### src/rtl/fifo_pkg.sv
// Shared helpers for the parametrised single-clock FIFO family:
// occupancy-width sizing, explicit pointer wrap and the push/pop operation code.
package fifo_pkg;

    typedef enum logic [1:0] {
        OP_IDLE = 2'b00,
        OP_POP  = 2'b01,
        OP_PUSH = 2'b10,
        OP_BOTH = 2'b11
    } fifo_op_e;

    // Width that can hold every occupancy 0..depth.
    function automatic int cnt_width(input int depth);
        return $clog2(depth + 1);
    endfunction

    // Wraps from depth-1 back to 0, so a depth that is not a power of two
    // never visits an unused storage slot.
    function automatic logic [31:0] ptr_inc(input logic [31:0] ptr, input int depth);
        return (ptr == 32'(depth - 1)) ? 32'd0 : ptr + 32'd1;
    endfunction

endpackage

### src/rtl/sync_n_entry_fifo_if.sv
// Producer/consumer side bus of sync_n_entry_fifo: handshake, data, flags and error pulses.
interface sync_n_entry_fifo_if
    import fifo_pkg::*;
#(
    parameter int WIDTH = 8,
    parameter int DEPTH = 4
);
    localparam int CNT_W = cnt_width(DEPTH);

    logic             push;
    logic [WIDTH-1:0] wdata;
    logic             full;
    logic             pop;
    logic [WIDTH-1:0] rdata;
    logic             empty;
    logic             almost_full;
    logic             almost_empty;
    logic [CNT_W-1:0] count;
    logic             overflow;
    logic             underflow;

    modport master (
        output push, wdata, pop,
        input  full, rdata, empty, almost_full, almost_empty, count, overflow, underflow
    );

    modport slave (
        input  push, wdata, pop,
        output full, rdata, empty, almost_full, almost_empty, count, overflow, underflow
    );

endinterface

### src/rtl/fifo_ram.sv
// DEPTH x WIDTH storage: one synchronous write port, one asynchronous read port.
module fifo_ram #(
    parameter int WIDTH = 8,
    parameter int DEPTH = 4
) (
    input  logic                     clk,
    input  logic                     we,
    input  logic [$clog2(DEPTH)-1:0] waddr,
    input  logic [WIDTH-1:0]         wdata,
    input  logic [$clog2(DEPTH)-1:0] raddr,
    output logic [WIDTH-1:0]         rdata
);

    logic [WIDTH-1:0] mem [DEPTH];

    // NOTE: storage has no reset; the pointers and count define which words are
    // valid, and leaving the array unreset lets it map onto plain RAM cells.
    always_ff @(posedge clk) begin
        if (we) begin
            mem[waddr] <= wdata;
        end
    end

    assign rdata = mem[raddr];

endmodule

### src/rtl/sync_n_entry_fifo.sv
// Parametrised single-clock FIFO: pointers, occupancy count, registered flags,
// overflow/underflow pulses and an optional registered read port (FWFT=0).
module sync_n_entry_fifo
    import fifo_pkg::*;
#(
    parameter int WIDTH    = 8,
    parameter int DEPTH    = 4,
    parameter int AF_LEVEL = DEPTH - 1,
    parameter int AE_LEVEL = 1,
    parameter int FWFT     = 1
) (
    input  logic                clk,
    input  logic                reset,
    sync_n_entry_fifo_if.slave  bus
);

    localparam int PTR_W = $clog2(DEPTH);
    localparam int CNT_W = cnt_width(DEPTH);

    logic [PTR_W-1:0] wr_ptr;
    logic [PTR_W-1:0] rd_ptr;
    logic [CNT_W-1:0] count_q;
    logic [CNT_W-1:0] count_nxt;
    logic             full_q;
    logic             empty_q;
    logic             almost_full_q;
    logic             almost_empty_q;
    logic             overflow_q;
    logic             underflow_q;
    logic             push_ok;
    logic             pop_ok;
    fifo_op_e         op;
    logic [WIDTH-1:0] ram_rdata;

    // A full FIFO is never empty (DEPTH >= 2), so a pop alongside a push at full
    // is always accepted and frees the slot the push needs.
    assign pop_ok  = bus.pop && !empty_q;
    assign push_ok = bus.push && (!full_q || bus.pop);
    assign op      = fifo_op_e'({push_ok, pop_ok});

    // NOTE: count_nxt takes its hold value first so every path assigns it and
    // no latch is inferred.
    always_comb begin
        count_nxt = count_q;
        unique case (op)
            OP_PUSH: count_nxt = count_q + CNT_W'(1);
            OP_POP:  count_nxt = count_q - CNT_W'(1);
            default: count_nxt = count_q;
        endcase
    end

    // NOTE: all state uses non-blocking assignments so every register samples
    // the pre-edge values, independent of statement order.
    always_ff @(posedge clk) begin
        if (reset) begin
            wr_ptr         <= '0;
            rd_ptr         <= '0;
            count_q        <= '0;
            full_q         <= 1'b0;
            empty_q        <= 1'b1;
            almost_full_q  <= 1'b0;
            almost_empty_q <= 1'b1;
            overflow_q     <= 1'b0;
            underflow_q    <= 1'b0;
        end else begin
            if (push_ok) begin
                wr_ptr <= PTR_W'(ptr_inc(32'(wr_ptr), DEPTH));
            end
            if (pop_ok) begin
                rd_ptr <= PTR_W'(ptr_inc(32'(rd_ptr), DEPTH));
            end
            count_q        <= count_nxt;
            full_q         <= (count_nxt == CNT_W'(DEPTH));
            empty_q        <= (count_nxt == '0);
            almost_full_q  <= (count_nxt >= CNT_W'(AF_LEVEL));
            almost_empty_q <= (count_nxt <= CNT_W'(AE_LEVEL));
            overflow_q     <= bus.push && !push_ok;
            underflow_q    <= bus.pop && empty_q;
        end
    end

    fifo_ram #(
        .WIDTH (WIDTH),
        .DEPTH (DEPTH)
    ) u_ram (
        .clk   (clk),
        .we    (push_ok),
        .waddr (wr_ptr),
        .wdata (bus.wdata),
        .raddr (rd_ptr),
        .rdata (ram_rdata)
    );

    if (FWFT != 0) begin : g_fwft
        assign bus.rdata = ram_rdata;
    end else begin : g_reg_read
        logic [WIDTH-1:0] rdata_q;

        always_ff @(posedge clk) begin
            if (reset) begin
                rdata_q <= '0;
            end else if (pop_ok) begin
                rdata_q <= ram_rdata;
            end
        end

        assign bus.rdata = rdata_q;
    end

    assign bus.full         = full_q;
    assign bus.empty        = empty_q;
    assign bus.almost_full  = almost_full_q;
    assign bus.almost_empty = almost_empty_q;
    assign bus.count        = count_q;
    assign bus.overflow     = overflow_q;
    assign bus.underflow    = underflow_q;

endmodule

### src/flat_wrapper.sv
// flat-port wrapper written by rule: the top's interface ports become plain ports
module sync_n_entry_fifo_flat import fifo_pkg::*;
#(
    parameter int WIDTH    = 8,
    parameter int DEPTH    = 4,
    parameter int AF_LEVEL = DEPTH - 1,
    parameter int AE_LEVEL = 1,
    parameter int FWFT     = 1
)
  (clk, reset, bus_push, bus_wdata, bus_pop, bus_full, bus_rdata, bus_empty, bus_almost_full, bus_almost_empty, bus_count, bus_overflow, bus_underflow);
  sync_n_entry_fifo_if #(.WIDTH(WIDTH), .DEPTH(DEPTH)) bus_i ();
  input  logic clk;
  input  logic reset;
  input wire logic [$bits(bus_i.push)-1:0] bus_push;
  input wire logic [$bits(bus_i.wdata)-1:0] bus_wdata;
  input wire logic [$bits(bus_i.pop)-1:0] bus_pop;
  output wire logic [$bits(bus_i.full)-1:0] bus_full;
  output wire logic [$bits(bus_i.rdata)-1:0] bus_rdata;
  output wire logic [$bits(bus_i.empty)-1:0] bus_empty;
  output wire logic [$bits(bus_i.almost_full)-1:0] bus_almost_full;
  output wire logic [$bits(bus_i.almost_empty)-1:0] bus_almost_empty;
  output wire logic [$bits(bus_i.count)-1:0] bus_count;
  output wire logic [$bits(bus_i.overflow)-1:0] bus_overflow;
  output wire logic [$bits(bus_i.underflow)-1:0] bus_underflow;
  assign bus_i.push = bus_push;
  assign bus_i.wdata = bus_wdata;
  assign bus_i.pop = bus_pop;
  assign bus_full = bus_i.full;
  assign bus_rdata = bus_i.rdata;
  assign bus_empty = bus_i.empty;
  assign bus_almost_full = bus_i.almost_full;
  assign bus_almost_empty = bus_i.almost_empty;
  assign bus_count = bus_i.count;
  assign bus_overflow = bus_i.overflow;
  assign bus_underflow = bus_i.underflow;
  sync_n_entry_fifo #(.WIDTH(WIDTH), .DEPTH(DEPTH), .AF_LEVEL(AF_LEVEL), .AE_LEVEL(AE_LEVEL), .FWFT(FWFT)) u_core (.clk(clk), .reset(reset), .bus(bus_i));
endmodule
### config.mk
export PLATFORM = sky130hd
export DESIGN_NAME = sync_n_entry_fifo_flat
export DESIGN_NICKNAME = d
export VERILOG_FILES = /design/src/rtl/fifo_pkg.sv /design/src/rtl/sync_n_entry_fifo_if.sv /design/src/rtl/fifo_ram.sv /design/src/rtl/sync_n_entry_fifo.sv /design/src/flat_wrapper.sv
export SDC_FILE = /design/constraint.sdc
export NUM_CORES = 1
export LEC_CHECK = 0
export CAP_MARGIN = 30
export CORE_UTILIZATION = 51
export CTS_CLUSTER_DIAMETER = 150
export DETAILED_ROUTE_END_ITERATION = 10
export PLACE_DENSITY = 0.75
export REMOVE_ABC_BUFFERS = 1
export SETUP_SLACK_MARGIN = 0.1
export SKIP_LAST_GASP = 1
export SYNTH_ARGS = -nofsm -noshare
export SYNTH_HDL_FRONTEND = slang
export SYNTH_HIERARCHICAL = 1
export SYNTH_SLANG_ARGS = --single-unit
### constraint.sdc
create_clock -name clk -period 2.7 [get_ports clk]
set_input_delay 0.54 -clock clk [delete_from_list [all_inputs] [get_ports clk]]
set_output_delay 0.54 -clock clk [all_outputs]
set_load 0.1 [all_outputs]
==> out/metrics.yaml <==
worst_setup_path:
  cp_num_buf_inv: 2
  critPathLaunchType: "flip-flop"
  r2r_cells: 7
  crit_path_cell_trace: "buf_4 -> mux4_2 -> buf_4"
  rrSetupSlack_ns: 0.67
  cp.required_ns: 2.16
  worstPathArrival_ns: 1.87
  cp-startpoint: "u_core/rd_ptr[0]"
  r2r-start: "u_core/bus.full"
  rr_endpoint: "u_core/bus.full"
  crit_top_cell: "buf_4"
  cp_slowest_cell: "mux4_2"
  path_class: "flip-flop to primary output"
  endpoint_kind: "primary output"
  crit_family: "multiplexers"
  worstPathMaxFanout: 6
  max_stage_delay_ns: 0.51
synth:
  syn_avg_cell_area_um2: 16.9
  synth_cell_types: 30
  yosysSeqAreaShare_pct: 69.6
  syn_area_mm2: 0.00176
  synth_top_area_cell: "edfxtp_1"
  synthTopCellsByArea: "edfxtp_1 (55%), dfxtp_1 (15%), mux4_2 (10%)"
  syn_inst: 104
  synth_top_area_share_pct: 54.7
  yosysWarnings: 6
  ys_ff_latch: 45
drt:
  drtPass1Iterations: 4
  wl_per_cell_um: 15.9
  num_vias: 1003
  ant_nets: 0
  finalWirelength_mm: 2.92
  drc: 0
  drt-initial-drc-count: 50
  vias_per_cell: 5.45
floorplanning:
  ioPinCount: 29
  rows: 20
  die_w_um: 60.7
  initial_core_util_pct: 55.7
  coreArea_mm2: 0.00315
  dieArea_mm2: 0.00368
  dieHeight_um: 60.7
placement:
  gp_congestion: 0.692
  hpwl_mm: 1.97
  dp_cells: 176
  numPortBuffers: 28
finish:
  antennaDiodeCount: 0
  final_cell_mix: "edfxtp_1 (32), buf_4 (19), dfxtp_1 (13)"
  final_util_pct: 69.0
  final_common_cell: "edfxtp_1"
  layout.nets: 155
  syn_to_final_growth_pct: 23.9
  final_cells: 184
  fillers: 235
  drive_above_1_share_pct: 28.6
hold_path:
  hold_path_class: "flip-flop to flip-flop"
  holdPathEnd: "u_core/bus.underflow"
  min_path_cells: 2
  holdCritStartpoint: "u_core/bus.empty"
clocking:
  cts_buffers: 5
  cts_tree: "built"
  holdBufCountCts: 0
  cts_buffer_depth: 2
  cts_root_buf: "clkbuf_4"
  postCtsSetupRepairBufs: 0
  clock-sinks: 45
  clkLatencyLatePin_ns: 0.36
  htreeDepth: 2
  cts_resized: 0
  path_clk_slew_ns: 0.13
timing:
  fmax_mhz: 414
  fin_crit_ns: 2.41
  hold_slack_ns: 0.474
  drv_slew: 0
  slew_headroom_pct: 68.2
  setup_violations: 0
  fin_crit_sh_pct: 89.4
  hold_viol: 0
  fin_worst_skew_ns: 0.00944
  rsz0062_at_grt: "no"
  tightest_slew_ns: 0.477
grt:
  grt_pass1_vias: 971
  grt_first_pass_wirelength_mm: 4.47
  grt_overflow: 0
  grt_use_total_pct: 18.7
  grt_max_degree: 15
  antenna_found_initial: 0
power:
  ir_drop_mv: 0.698
  power_w: 0.00229
  leakagePower_nw: 0.806
  p_per_area_mw_per_mm2: 1050
job:
  drv_cap: 0
outcome:
  status: "finished, final reports clean"
[power by group]
group | internal [W] | switching, W
registers | 0.000813 | 0.0000566
logic | 0.000249 | 0.000667
clock network | 0.000287 | 0.000214
total | 0.00135 | 0.000938
[how the worst max path moves through the flow]
stage | endpoint | slack [ns] | depth (start not counted)
3_5_place_dp | u_core/bus.full | -0.03 | 8
5_1_grt | bus_rdata[3] | 0.18 | 3
6_report | bus_rdata[3] | 0.29 | 3
4_1_cts | bus_rdata[3] | 0.25 | 3
3_3_place_gp | u_core/bus.full | 0.03 | 8
2_1_floorplan | u_core/bus.full | 0.09 | 6
[cell type report]
type                            instances  area [µm²]  share of cell area (%)
Clock buffer                            5        37.5                    1.73
Sequential cell                        45        1220                    56.2
Clock inverter                          3        65.1                    2.99
Timing Repair Buffer                   32         293                    13.5
Tap cell                               44        55.1                    2.53
Inverter                                2        7.51                   0.345
Multi-Input combinational cell         53         495                    22.8
[cell usage after synthesis, drive strengths merged]
master and count:
nand2 3, nor3b 2, o21bai 1, inv 2, xnor2 1, edfxtp 32, mux2i 3, and3b 2
xor2 1, a21oi 4, fa 1, dfxtp 13, nand3 2, nor3 2, o21ai 2, ha 3
nor4 2, and3 1, nor2b 2, or4 2, nor2 7, clkbuf 2, nand2b 2, mux4 8
o21ba 1, buf 2, or3 1
[metrics by stage]
| stage | cell area, µm² | setup TNS [ns] | setup WS, ns |
|---|---|---|---|
| 6_report | 2170 | 0 | 0.287 |
| 5_1_grt | 2170 | 0 | 0.184 |
| 4_1_cts | 2170 | 0 | 0.245 |
| 3_5_place_dp | 2070 | -0.0334 | -0.0334 |
| 3_3_place_gp | 2070 | 0 | 0.0332 |
| 2_1_floorplan | 1720 | 0 | 0.0881 |
[metal layers]
metal  global-route usage [%]  vias to the layer above  wire length, µm
met5                        0                        -                0
met4                     11.7                        0               78
met3                     5.33                        8              141
met2                     31.9                       28             1510
met1                     20.6                      498             1200
li1                         -                      469                -
[sequential cells by signal, summed over array words and instances, names as in the netlist]
signal                   count
u_core/bus.almost_empty      1
u_core/bus.almost_full       1
u_core/bus.count             3
u_core/bus.empty             1
u_core/bus.full              1
u_core/bus.overflow          1
u_core/bus.underflow         1
u_core/rd_ptr                2
u_core/u_ram/mem            32
u_core/wr_ptr                2
[worst register-to-register path: cells and delay by family (launching register included)]
family                   cells  cell delay [ns]
AND/OR/NAND/NOR              3             0.64
adder cells (fa/ha/maj)      2             0.64
flip-flops                   1             0.36
XOR/XNOR                     1             0.19
AO/OA/AOI/OAI                1             0.14
[kinds of logic (layout without fill, tap and decap cells)]
kind of cell | Yosys count | after routing | synth area share (%)
AOI/OAI and AO/OA | 8 | 8 | 2.92
xor gates and xnor gates | 2 | 2 | 0.998
adders and majority gates | 4 | 4 | 3.28
buffers and inverters | 6 | 42 | 2.21
DFF | 45 | 45 | 69.6
muxes | 11 | 11 | 12.0
and+or+nand+nor | 28 | 28 | 9.05
Note: power is estimated with default switching activity, not from simulation.
==> RTL edit 1, RTL diff (same settings) <==
`FWFT` is set to 1 in 2 places; all go to 0.
--- a/src/rtl/sync_n_entry_fifo.sv
+++ b/src/rtl/sync_n_entry_fifo.sv
@@ -8,5 +8,5 @@
     parameter int AF_LEVEL = DEPTH - 1,
     parameter int AE_LEVEL = 1,
-    parameter int FWFT     = 1
+    parameter int FWFT     = 0
 ) (
     input  logic                clk,
--- a/src/flat_wrapper.sv
+++ b/src/flat_wrapper.sv
@@ -6,5 +6,5 @@
     parameter int AF_LEVEL = DEPTH - 1,
     parameter int AE_LEVEL = 1,
-    parameter int FWFT     = 1
+    parameter int FWFT     = 0
 )
   (clk, reset, bus_push, bus_wdata, bus_pop, bus_full, bus_rdata, bus_empty, bus_almost_full, bus_almost_empty, bus_count, bus_overflow, bus_underflow);
Check against the original RTL: not equivalent (Yosys sat finds a counterexample within 4 cycles, from zero or initial values and one cycle with reset high).
==> RTL edit 1 against the unedited design <==
  * Global-route usage decreased by 0.14 points
  * Sequential power grew 16%
  * Core utilization fell by 3.6 points
  * Wire length rose by 20%
  * Largest cell class unchanged
  * Non-clock buffer count grew 4
  * Area after synthesis is 19% higher
  * Power decreased by 2.2%
  * Sequential cell count up 8
  * Setup slack lost 0.017 ns
  * Critical path depth up 5
  * Cell area up 14%
==> RTL edit 1: results (changes against the unedited design) <==
[layout]
multi_input_cells=83  ; +57%
multi_input_area_um2=644  ; +30%
drive_above_1_share_pct=23.8  ; -4.8 points
signal_buffers=36  ; +13%
clockBufferCount=7  ; +2
layout.nonclk_buf_share_pct=12.0  ; -1.5 points
fillerInstances=291  ; +24%
final_nets=200  ; +29%
clkCellAreaFrac_pct=3.23  ; -1.5 points
nNonClkInverters=5  ; +3
ff_latch_area_mm2=0.00138  ; +13%

[power]
switching_power_uw=876  ; -6.6%
power_clock_uw=419  ; -16%
combPwrFrac_pct=36.0  ; -4.1 points
ir_worst_vdd_uv=444  ; -36%

[detailed_routing]
drtIter0Drc=73  ; +46%
wl_met3_um=127  ; -9.9%
viasPerCell=5.36  ; -1.7%
met1Wirelength_um=1500  ; +26%
wl_met2_um=1830  ; +22%
routedWlPerCell_um=15.1  ; -4.9%

[clocking]
clkLatencyLatePin_ns=0.30  ; -0.06 ns
clockBufferDepth=2  ; unchanged
root_buffer=clkbuf_8

[global_route]
grt_max_degree=16  ; +1
grt_pass1_wl_um=5640  ; +26%
grt_use_total_pct=18.5  ; -0.14 points
gr-usage-met1_pct=22.3  ; +1.8 points
grt_pass1_vias=1213  ; +25%
met3_usage_pct=4.48  ; -0.85 points
grt_use_met2_pct=30.5  ; -1.4 points
busiest_layer=met2

[worst_setup_path]
critPathLaunch=bus_pop
timing.reg2reg.setup_slack_ns=0.73  ; +0.06 ns
path_max_fanout=4  ; -2
r2r_start=u_core/bus.empty$_SDFF_PP1_
cp.arrival_ns=2.61  ; +0.74 ns

[placed_design]
pre_cts_slack_ns=-0.0353  ; -0.00189 ns
gp_congestion=0.842  ; +22%
place_area_mm2=0.00240  ; +16%
place_hpwl_um=2420  ; +23%

[timing]
holdWs_ns=0.457  ; -0.0169 ns
max_freq_mhz=412  ; -0.70%
worstMarginPinSlew_ns=0.614  ; +0.138 ns

[floorplan]
core.rowCount=22  ; +10%

[run_status]
status=complete, no violations

[yosys]
ys_ff_latch=53  ; +18%
yosysWarnings=6  ; unchanged
synth.distinct_cells=35  ; +17%
synth.top_cells.by_count=edfxtp_1 (32), dfxtp_1 (21), nand2_1 (21), a21oi_1 (14), mux4_2 (8)
yosys-top-cells-area=edfxtp_1 (46%), dfxtp_1 (20%), mux4_2 (8.6%)

## RTL edit 1: cell count changes after synthesis, sizes merged, moves of 2 or more
cell,unedited run,this run
a211oi,0,3
a21oi,4,15
buf,2,6
dfxtp,13,21
inv,2,5
nand2,3,21
nand2b,2,4
nor2,7,5
## RTL edit 1: critical path, cell delays in order
cell and delay (ns):
clkdlybuf4s50_1 0.51, nand2b_1 0.15, nand2_1 0.08, ha_1 0.24, fa_1 0.58, nor3b_4 0.07, a211oi_1 0.31, o21bai_1 0.13
## RTL edit 1: cells by family after synthesis
family / Yosys count / share of synthesized area, %
DFF: 53 / 65.9
and+or+nand+nor: 43 / 10.8
AOI/OAI and AO/OA: 23 / 6.45
buffers and inverters: 13 / 3.28
muxes: 10 / 9.56
adders and majority gates: 4 / 2.75
xor gates and xnor gates: 3 / 1.25
## RTL edit 1: per-stage QoR
stage                     utilization (%)  std cells
after floorplan                         -        141
after global placement               63.2        225
after detailed placement             63.2        225
after CTS                            65.3        233
after global routing                 65.3        233
final                                65.3        233
==> RTL edit 2, RTL diff (same settings) <==
Made on the original files. Reset style: asynchronous (`reset`), changed in 2 clocked blocks.
--- a/src/rtl/sync_n_entry_fifo.sv
+++ b/src/rtl/sync_n_entry_fifo.sv
@@ -52,5 +52,5 @@
     // NOTE: all state uses non-blocking assignments so every register samples
     // the pre-edge values, independent of statement order.
-    always_ff @(posedge clk) begin
+    always_ff @(posedge clk or posedge reset) begin
         if (reset) begin
             wr_ptr         <= '0;
@@ -97,5 +97,5 @@
         logic [WIDTH-1:0] rdata_q;
 
-        always_ff @(posedge clk) begin
+        always_ff @(posedge clk or posedge reset) begin
             if (reset) begin
                 rdata_q <= '0;
Check against the original RTL: differs if reset is asserted again (counterexample within 4 cycles, from zero or initial values and one cycle with reset high); with reset held inactive, the same outputs for 10 cycles.
==> RTL edit 2 against the unedited design <==
  * Synthesized cell count fell by 13%
  * Area after synthesis grew 1.4%
  * Setup slack lost 0.038 ns
  * Wire length decreased by 13%
  * Critical path depth shrank 1
  * Cell area down 1.6%
  * Core utilization fell by 4.9 points
  * Critical endpoint is now bus_rdata[7]
  * Final cell count shrank 6.5%
  * Sequential cell count unchanged
  * Fmax shrank 1.5%
  * Non-clock buffer count shrank 2
Power is left out: the tool's default activity adds up to more than one toggle a clock period on the data nets, which glitch-free logic cannot reach.
==> RTL edit 2: results (changes against the unedited design) <==
[run_status]
status=complete, no violations

[global_route]
met3_usage_pct=5.46  ; +0.13 points
grt_pass1_wl_um=3670  ; -18%
grt_use_total_pct=14.7  ; -3.9 points
grt_use_met2_pct=24.2  ; -7.6 points
grt_pass1_vias=835  ; -14%

[worst_setup_path]
critPathLaunch=u_core/rd_ptr[0]$_DFFE_PP0P_
r2r_cells=6  ; -1
path_max_fanout=11  ; +5
crit_path_max_incr_delay_ns=0.73  ; +0.22 ns
r2r_start=u_core/bus.empty$_DFF_PP1_
timing.reg2reg.setup_slack_ns=0.51  ; -0.16 ns
cp.arrival_ns=1.91  ; +0.04 ns
r2r_end=u_core/bus.count[2]$_DFF_PP0_
cp_slowest_cell=dfrtp_1
crit_end=bus_rdata[7]

[placed_design]
gp_congestion=0.749  ; +8.3%
place_hpwl_um=1790  ; -9.5%
pre_cts_slack_ns=0.0328  ; +0.0662 ns

[layout]
final_nets=141  ; -9.0%
fillerInstances=255  ; +8.5%
drive_above_1_share_pct=33.3  ; +4.8 points
largest_register_ffs=32  ; unchanged

[timing]
period_needed_ns=2.45  ; +0.0377 ns
relSlewSlack_pct=61.2  ; -7.0 points
skew_ns=0.00744  ; -0.00200 ns

[clocking]
root_buffer=clkbuf_4
clk_pin_slew_ns=0.11  ; -0.02 ns
clkLatencyLatePin_ns=0.34  ; -0.02 ns
postCtsResizedCells=0  ; unchanged

[yosys]
yosys-top-cells-area=edfxtp_1 (54%), dfrtp_1 (15%), mux4_2 (10%)
synth.distinct_cells=25  ; -17%
async_flop_share_pct=28.9  ; +29 points
yosysSeqAreaShare_pct=72.4  ; +2.8 points
synth.top_cells.by_count=edfxtp_1 (32), dfrtp_1 (11), mux4_2 (8), mux2_2 (4)

[detailed_routing]
vias=879  ; -12%
drt_wl_total_um=2530  ; -13%
drtIter0Drc=30  ; -40%

[min_path]
hp-class=primary input to async pin

## RTL edit 2: metal layers
layer  vias to the layer above  wire (um)
li1                        421          -
met1                       428       1030
met2                        25       1300
met3                         5        155
met4                         0         38
met5                         -          0
## RTL edit 2: metrics by stage
stage | area [um^2] | hold WS, ns | std cells
3_3_place_gp | 2060 | 0.529 | 164
3_5_place_dp | 2060 | 0.539 | 164
6_report | 2140 | 0.499 | 172
4_1_cts | 2140 | 0.501 | 172
5_1_grt | 2140 | 0.527 | 172
2_1_floorplan | 1750 | 0.416 | 88
## RTL edit 2: worst max-delay path, delay by kind of cell (launching register included)
kind / cells / cell delay [ns]
mux: 1 / 0.59
buf+inv: 1 / 0.25
flops: 1 / 0.73
## RTL edit 2: area by class of cell
cell class,count,share of cell area (%)
clock inverters,2,1.64
flip-flops and latches,45,60.2
multi-input cells,40,21.2
well taps,46,2.69
clock buffers,6,1.93
repair buffers,30,11.8
inverters,3,0.526
## RTL edit 2: logic make-up after synthesis
family / count (synthesis) / synth area share, %
and+or+nand+nor: 15 / 5.20
muxes: 13 / 13.5
AOI/OAI and AO/OA: 5 / 2.04
DFF: 45 / 72.4
xor gates and xnor gates: 3 / 1.48
buffers and inverters: 6 / 2.18
adders and majority gates: 4 / 3.23
